`config.mk`:
```
export PLATFORM = sky130hd
export DESIGN_NAME = iaxi_auto_load
export DESIGN_NICKNAME = d
export VERILOG_FILES = /design/src/rtl/iaxi_auto_load.sv
export SDC_FILE = /design/constraint.sdc
export NUM_CORES = 1
export LEC_CHECK = 0
export CELL_PAD_IN_SITES_DETAIL_PLACEMENT = 1
export CELL_PAD_IN_SITES_GLOBAL_PLACEMENT = 1
export CORE_MARGIN = 5
export CORE_UTILIZATION = 33
export DETAILED_ROUTE_END_ITERATION = 6
export PLACE_DENSITY_LB_ADDON = 0.1
export SLEW_MARGIN = 10
export SYNTH_ARGS = -nofsm -noshare
export SYNTH_HDL_FRONTEND = slang
export SYNTH_SLANG_ARGS = --single-unit
```
`constraint.sdc`:
```
create_clock -name clk -period 5.8 [get_ports clk]
set_clock_uncertainty 0.2 [all_clocks]
set_input_delay 1.16 -clock clk [delete_from_list [all_inputs] [get_ports clk]]
set_output_delay 1.16 -clock clk [all_outputs]
set_load 0.1 [all_outputs]
```
`src/rtl/iaxi_auto_load.sv`:
```
// ITCM auto-load fetcher: issues single-beat word reads on an AXI read
// channel, forwards returned words in order and reports completion/errors.
module iaxi_auto_load #(
  parameter int unsigned           ADDR_WIDTH      = 32,
  parameter int unsigned           DATA_WIDTH      = 32,
  parameter int unsigned           MAX_OUTSTANDING = 4,
  parameter logic [ADDR_WIDTH-1:0] LOAD_END_ADDR   = ADDR_WIDTH'(32'h0000_7FFC)
) (
  input  logic                  clk,
  input  logic                  rstn,
  input  logic                  itcm_auto_load,
  input  logic [ADDR_WIDTH-1:0] itcm_auto_load_addr,
  output logic                  IAXI_ready,
  output logic [DATA_WIDTH-1:0] IAXI_read_data,
  output logic                  IAXI_read_data_valid,
  output logic                  m_arvalid,
  input  logic                  m_arready,
  output logic [ADDR_WIDTH-1:0] m_araddr,
  output logic [7:0]            m_arlen,
  output logic [2:0]            m_arsize,
  output logic [1:0]            m_arburst,
  input  logic                  m_rvalid,
  output logic                  m_rready,
  input  logic [DATA_WIDTH-1:0] m_rdata,
  input  logic [1:0]            m_rresp,
  input  logic                  m_rlast,
  output logic                  load_done,
  output logic                  load_err
);

  localparam int unsigned      CNT_W   = 3;
  localparam logic [CNT_W-1:0] MAX_CNT = CNT_W'(MAX_OUTSTANDING);

  typedef enum logic [2:0] {
    IDLE  = 3'd0,
    LOAD  = 3'd1,
    GAP   = 3'd2,
    DRAIN = 3'd3,
    DONE  = 3'd4
  } state_t;

  state_t           state, state_nxt;
  logic             arvalid_nxt;
  logic             araddr_ld;
  logic [CNT_W-1:0] outstanding, outstanding_nxt;
  logic             ar_hs;
  logic             r_acc;
  logic             r_bad;
  logic             can_issue;

  // Fixed burst shape: one 32-bit beat, incrementing; R is always accepted.
  assign m_arlen   = 8'd0;
  assign m_arsize  = 3'b010;
  assign m_arburst = 2'b01;
  assign m_rready  = 1'b1;

  assign ar_hs      = m_arvalid & m_arready;
  assign IAXI_ready = ar_hs;
  assign can_issue  = (outstanding < MAX_CNT);
  // A beat is only consumed when a read is actually pending.
  assign r_acc      = m_rvalid & (outstanding != '0);
  assign r_bad      = (m_rvalid & (outstanding == '0)) |
                      (r_acc & ((m_rresp != 2'b00) | ~m_rlast));

  // Next-state, request valid and address-load decisions.
  always_comb begin
    state_nxt   = state;
    arvalid_nxt = m_arvalid;
    araddr_ld   = 1'b0;
    case (state)
      IDLE: begin
        if (itcm_auto_load) begin
          state_nxt   = LOAD;
          araddr_ld   = 1'b1;
          arvalid_nxt = can_issue;
        end
      end
      LOAD: begin
        if (m_arvalid) begin
          if (m_arready) begin
            arvalid_nxt = 1'b0;
            state_nxt   = (m_araddr == LOAD_END_ADDR) ? DRAIN : GAP;
          end
        end else if (!itcm_auto_load) begin
          state_nxt = DRAIN;
        end else begin
          arvalid_nxt = can_issue;
        end
      end
      GAP: begin
        if (!itcm_auto_load) begin
          state_nxt = DRAIN;
        end else begin
          state_nxt   = LOAD;
          araddr_ld   = 1'b1;
          arvalid_nxt = can_issue;
        end
      end
      DRAIN: begin
        arvalid_nxt = 1'b0;
        if (outstanding == '0) state_nxt = DONE;
      end
      DONE: begin
        arvalid_nxt = 1'b0;
      end
      default: begin
        state_nxt   = IDLE;
        arvalid_nxt = 1'b0;
      end
    endcase
  end

  // Outstanding-read count: AR adds one, accepted R removes one.
  always_comb begin
    outstanding_nxt = outstanding;
    case ({ar_hs, r_acc})
      2'b10:   outstanding_nxt = outstanding + CNT_W'(1);
      2'b01:   outstanding_nxt = outstanding - CNT_W'(1);
      default: outstanding_nxt = outstanding;
    endcase
  end

  // Control state registers.
  always_ff @(posedge clk or negedge rstn) begin
    if (!rstn) begin
      state       <= IDLE;
      m_arvalid   <= 1'b0;
      m_araddr    <= '0;
      outstanding <= '0;
      load_done   <= 1'b0;
    end else begin
      state       <= state_nxt;
      m_arvalid   <= arvalid_nxt;
      outstanding <= outstanding_nxt;
      load_done   <= (state_nxt == DONE);
      if (araddr_ld) m_araddr <= itcm_auto_load_addr;
    end
  end

  // Read-data forwarding and sticky error flag.
  always_ff @(posedge clk or negedge rstn) begin
    if (!rstn) begin
      IAXI_read_data       <= '0;
      IAXI_read_data_valid <= 1'b0;
      load_err             <= 1'b0;
    end else begin
      IAXI_read_data_valid <= r_acc;
      if (r_acc) IAXI_read_data <= m_rdata;
      load_err <= load_err | r_bad;
    end
  end

endmodule

```
Word level (Yosys, flattened, before mapping)
Index checks and enable logic that the tools add are counted.
{"block": "totals", "reg_bits": 74, "wordCells": 50}
{"block": "op_classes", "add_sub_neg": 2, "order_cmp": 1, "eq_ne": 9, "muxes": 16, "n_bitwise": 8, "n_reduce_logical": 6}
{"cell": "$eq A32 B15 Y1 const B", "n": 1}
{"cell": "$mux W3", "n": 5}
{"cell": "$pmux W3 S5", "n": 1}
{"cell": "$mux W1", "n": 7}
{"cell": "$eq A3 B2 Y1 const B", "n": 2}
{"cell": "$eq A3 B3 Y1 const B", "n": 2}
{"cell": "$logic_not A3 Y1", "n": 2}
{"cell": "$pmux W3 S2", "n": 1}
{"cell": "$and A1 B1 Y1", "n": 4}
{"cell": "$reduce_bool A2 Y1", "n": 2}
{"cell": "$add A3 B1 Y3 const B", "n": 1}
{"cell": "$eq A3 B1 Y1 const B", "n": 1}
{"cell": "$lt A3 B3 Y1 const B", "n": 1}
{"cell": "$or A1 B1 Y1", "n": 3}
{"cell": "$reduce_bool A3 Y1", "n": 1}
{"cell": "$sub A3 B1 Y3 const B", "n": 1}
{"cell": "$eq A2 B1 Y1 const B", "n": 1}
{"cell": "$eq A2 B2 Y1 const B", "n": 1}
{"cell": "$mux W2", "n": 1}
{"cell": "$ne A2 B1 Y1 const B", "n": 1}
{"cell": "$pmux W1 S2", "n": 1}
{"cell": "$reduce_or A2 Y1", "n": 1}
{"cell": "$not A1 Y1", "n": 1}

Depth between registers and ports, before layout
{"block": "logic_depth", "depth_word": 6, "depth_mapped": 11, "depth_no_buf": 9}

Worst setup path before layout
No wires, ideal clock.
{"block": "synth_timing", "kind": "input to output", "startpoint": "input m_arready", "endpoint": "output IAXI_ready", "arrival_time_ns": 1.925, "t_required_ns": 4.440, "path_slack_ns": 2.515, "cell_stages": 2, "n_path_buf": 0, "path_cell_list": "nand2_1 > inv_1"}
{"block": "synth_between", "elab_chain_cells": 1}
{"item": "from (decl)", "line_no": "17", "source": "input logic m_arready,"}
{"item": "$and A1 B1 Y1", "line_no": "57", "source": "assign ar_hs = m_arvalid & m_arready;"}
{"item": "to (decl)", "line_no": "13", "source": "output logic IAXI_ready,"}
No other way between the ends.

Worst setup path in the final report
Same ends and word-level chain as after synthesis.

==> flow_summary.ini <==
[outcome]
run_status = finished clean

[layout]
instances_no_fill = 473
n_antenna_cell = 0
final_common_cell = clkdlybuf4s50_1
nets = 431
area_growth_pct = 52.0
drive_gt1_share_pct = 6.63
layout_common_cells = 139 x clkdlybuf4s50_1, 74 x dfrtp_1, 58 x mux2_1, 14 x conb_1, 10 x clkbuf_8
final_area_sq_um = 4680
nFillCells = 958

[timing]
finalHoldViolCount = 0
worst_slew_pin_slew_ns = 1.03
max_freq_mhz = 231
slew_headroom_pct = 31.4
tns_ns = 0
fin_crit_sh_pct = 74.6
slew_viol_final = 0
rsz0062_at_grt = false
layout_min_cycle_time_ns = 4.33
setup_viol_count_final = 0
hold-worst-slack_ns = 0.273

[run]
maxCapViolCount = 0

[min_path]
min_path_type = reg2reg

[clock_tree]
clkSinkCount = 74
root_buffer = clkbuf_8
post_cts_buffers = 0
cts_inserted_buffers = 9
h-tree-depth = 3
clock_latency_ns = 0.34
clockBufferDepth = 2
clk_pin_slew_ns = 0.07
cts_resized = 0
cts_tree = built
ctsHoldBuffers = 0

[die]
coreArea_sq_um = 9150
boundaryPins = 155
die_w_um = 107
die_height_um = 107
dieArea_sq_um = 11400
start_util_pct = 33.6
placementRows = 35

[global_route]
grt_pass1_wl_mm = 12.3
grtUsageTotal_pct = 13.9
grt_max_degree = 75
grt_pass1_vias = 2381
grt.overflow.total = 0
antenna_found_initial = 0

[worst_setup_path]
crit_fanout = 4
start_kind = primary input
cp_cell_sequence = clkdlybuf4s50_1 > nand2_1 > inv_1 > clkdlybuf4s50_1
cp_common_cell = clkdlybuf4s50_1
endpoint_kind = primary output
cp.required_ns = 4.44
arrival_ns = 2.97
crit_slowest_cell = clkdlybuf4s50_1
cp.buffers_inverters = 3
crit_family = buffers and inverters
worst-setup-path-type = in2out
cpPeakStageDelay_ns = 1.13

[synth]
synth_warnings = 0
synth_area_leaders = dfrtp_1 60%, mux2_1 21%, buf_4 3.4%, mux2_2 2.2%, buf_2 0.98%
syn_avg_cell_area_sq_um = 14.3
synth_top_area_cell = dfrtp_1
ys_seq_area_share_pct = 60.1
synthCells = 215
yosys_register_bits = 74
synth_top_area_share_pct = 60.1
syn_area_sq_um = 3080
yosysUniqueCellTypes = 33

[detailed_routing]
drtIter0Drc = 24
via_per_inst = 4.63
antenna_left = 0
first_pass_iters = 3
wl_per_cell_um = 16.5
vias = 2188
wirelength_mm = 7.78
remaining_drc_errors = 0

[place]
dp_hpwl_mm = 5.84
routabilityCongestion = 0.683
numPortBuffers = 140
placed_cell_area_sq_um = 4520
dp.cells = 457
[registers in the layout (all words and copies together) (netlist names)]
register / cells
load_done: 1
outstanding: 3
state: 3
IAXI_read_data_valid: 1
load_err: 1
m_arvalid: 1
m_araddr: 32
IAXI_read_data: 32
[worst register-to-register path, cell delays in order, from the launching register on]
cell	delay (ns)
dfrtp_1	0.40
or3_1	0.48
nand2_1	0.13
inv_1	0.06
ha_1	0.20
inv_1	0.08
fa_1	0.42
o21ai_0	0.22
[stage by stage]
step	util (%)	worst slack [ns]
final	51.1	1.47
after global routing	51.1	1.42
after CTS	51.1	1.46
after detailed placement	49.4	1.46
after global placement	49.4	1.47
after floorplan	-	2.51
[cells by family (layout without fill, tap and decap cells)]
logic type | after synthesis | in the layout | share of synthesized area, %
simple gates | 28 | 28 | 5.28
compound gates | 12 | 12 | 2.56
mux | 65 | 65 | 23.7
xor+xnor | 3 | 3 | 0.853
flops | 74 | 74 | 60.1
other cells | 2 | 14 | 0.244
buf+inv | 29 | 164 | 6.14
fa+ha+maj | 2 | 2 | 1.06
[cell usage after synthesis, drive strengths merged]
library cell  number
a211o              1
a21o               1
a21oi              5
and2b              1
buf               20
clkbuf             3
conb               2
dfrtp             74
fa                 1
ha                 1
inv                6
mux2              64
mux2i              1
nand2              5
nand2b             1
nand3              1
nand4              3
nand4b             2
nor2               5
nor3               3
nor3b              1
nor4               3
o21ai              2
o31ai              3
or3                1
or4                1
or4b               1
xnor2              2
xor2               1
[final cells by class]
| type | instances | area (sq um) | share of cell area [%] |
|---|---|---|---|
| clock inverters | 3 | 15.0 | 0.321 |
| inverters | 6 | 22.5 | 0.481 |
| well taps | 111 | 139 | 2.97 |
| clock buffers | 13 | 149 | 3.18 |
| multi-input cells | 124 | 1090 | 23.3 |
| flip-flops and latches | 74 | 1850 | 39.6 |
| repair buffers | 142 | 1410 | 30.2 |
[worst paths after layout]
check | from | to | slack [ns] | cells past startpoint
worst max-delay path | m_arready | IAXI_ready | 1.47 | 4
worst min register to register | load_err | load_err | 0.27 | 1
max in group asynchronous | rstn | load_err | 4.03 | 1
min in group asynchronous | rstn | IAXI_read_data[2] | 0.75 | 1
worst max register to register | outstanding[2] | outstanding[1] | 3.52 | 7
worst min-delay path | load_err | load_err | 0.27 | 1
[routing by layer]
layer	global-route usage, %	share of wire (%)	vias to the layer above
met5	0	0	-
met4	5.48	1.6	0
met3	6.86	12	11
met2	21.0	44	107
met1	17.1	42	1065
li1	-	-	1005
Power is not shown: default switching activity piles up to over one toggle a cycle in this logic, so the estimate is an artifact.
==> RTL change, RTL diff (same flow settings) <==
Change the localparam `CNT_W` from 3 to 6.
--- a/src/rtl/iaxi_auto_load.sv
+++ b/src/rtl/iaxi_auto_load.sv
@@ -29,5 +29,5 @@
 );
 
-  localparam int unsigned      CNT_W   = 3;
+  localparam int unsigned      CNT_W   = 6;
   localparam logic [CNT_W-1:0] MAX_CNT = CNT_W'(MAX_OUTSTANDING);
 
Formal check against the unedited RTL: no difference found for any inputs over 10 cycles, from zero or initial values and one cycle with rstn low; that may be too few to reach the edited logic, so the function may still have changed.
==> RTL change against the unedited design <==
Synthesized cell count grew 14%. Global-route usage increased by 0.30 points. Core utilization shrank 1.9 points. Worst hold slack worse by 0.0078 ns. Design area rose by 9.2%. Wire length is 16% higher. Sequential cell count rose by 3. First-iteration DRC count increased to 2.8 times the old value. Critical path depth did not move. Non-clock buffer count is 1 lower. Setup slack got worse by 0.089 ns. Area after synthesis increased by 14%.
Power is not shown: default switching activity piles up to over one toggle a cycle in this logic, so the estimate is an artifact.
==> RTL change: results (changes against the unedited design) <==
Run status - completed
Fin nets - 464 (+7.7%)
Pin count of the biggest net entering global routing - 78 (+4.0%)
WHS - 0.266 ns (-0.00779 ns)
Synth Area in Compound Gates - 0.0470 (+0.0214)
Worst flop-to-flop path endpoint - outstanding[5]
Layout cells sized above 1 - 0.226 (+0.160)
Met3 global-route usage - 0.0390 (-0.0296)
Final GP Congestion - 0.735 (+7.5%)
DPL Wire Length - 6750 um (+16%)
DRT met1 WL - 4060 um (+23%)
Initial drt markers - 68 (+180%)
Post-Place Cells - 511 (+12%)
Filler Cell Count - 1121 (+17%)
DR WL/cell - 17.3 um (+4.8%)
Mean post-synth cell area - 14.4 um^2 (+0.20%)
CP arrival - 3.06 ns (+0.09 ns)
Synth cell types - 43 (+30%)
Non-filler cells, final - 525 (+11%)
Dominant cells by area after synthesis - dfrtp_1 55%, mux2_4 12%, mux2_2 11%
GRT met1 Usage - 0.183 (+0.0112)
Worst R2R Path Depth - 10 (+3)
Via count of the first global-routing pass - 2671 (+12%)
Flop-to-flop setup slack - 1.78 ns (-1.74 ns)
Initial DRT Pass Iterations - 4 (+1)
First-pass GRT wire length - 14300 um (+16%)
-- RTL change: changes by cell type after synthesis, moves of 4 or more --
| cell | before | now |
|---|---|---|
| mux2_1 | 58 | 0 |
| o22ai_1 | 0 | 5 |
| buf_2 | 6 | 0 |
| mux2_4 | 0 | 29 |
| mux2_2 | 6 | 35 |
| o21ai_0 | 2 | 7 |
| clkbuf_1 | 1 | 5 |
| ha_1 | 1 | 5 |
-- RTL change: layout make-up --
| type | instances | area, um^2 | share of cell area |
|---|---|---|---|
| clock buffers | 10 | 138 | 0.0269 |
| clock inverters | 4 | 26.3 | 0.00514 |
| inverters | 7 | 26.3 | 0.00514 |
| multi-input cells | 150 | 1420 | 0.277 |
| flip-flops and latches | 77 | 1930 | 0.377 |
| well taps | 136 | 170 | 0.0333 |
| repair buffers | 141 | 1410 | 0.275 |
-- RTL change: worst max-delay path, delay by kind of cell --
kind | cells | cell delay, ns
buf+inv | 3 | 1.74
simple gates | 1 | 0.15
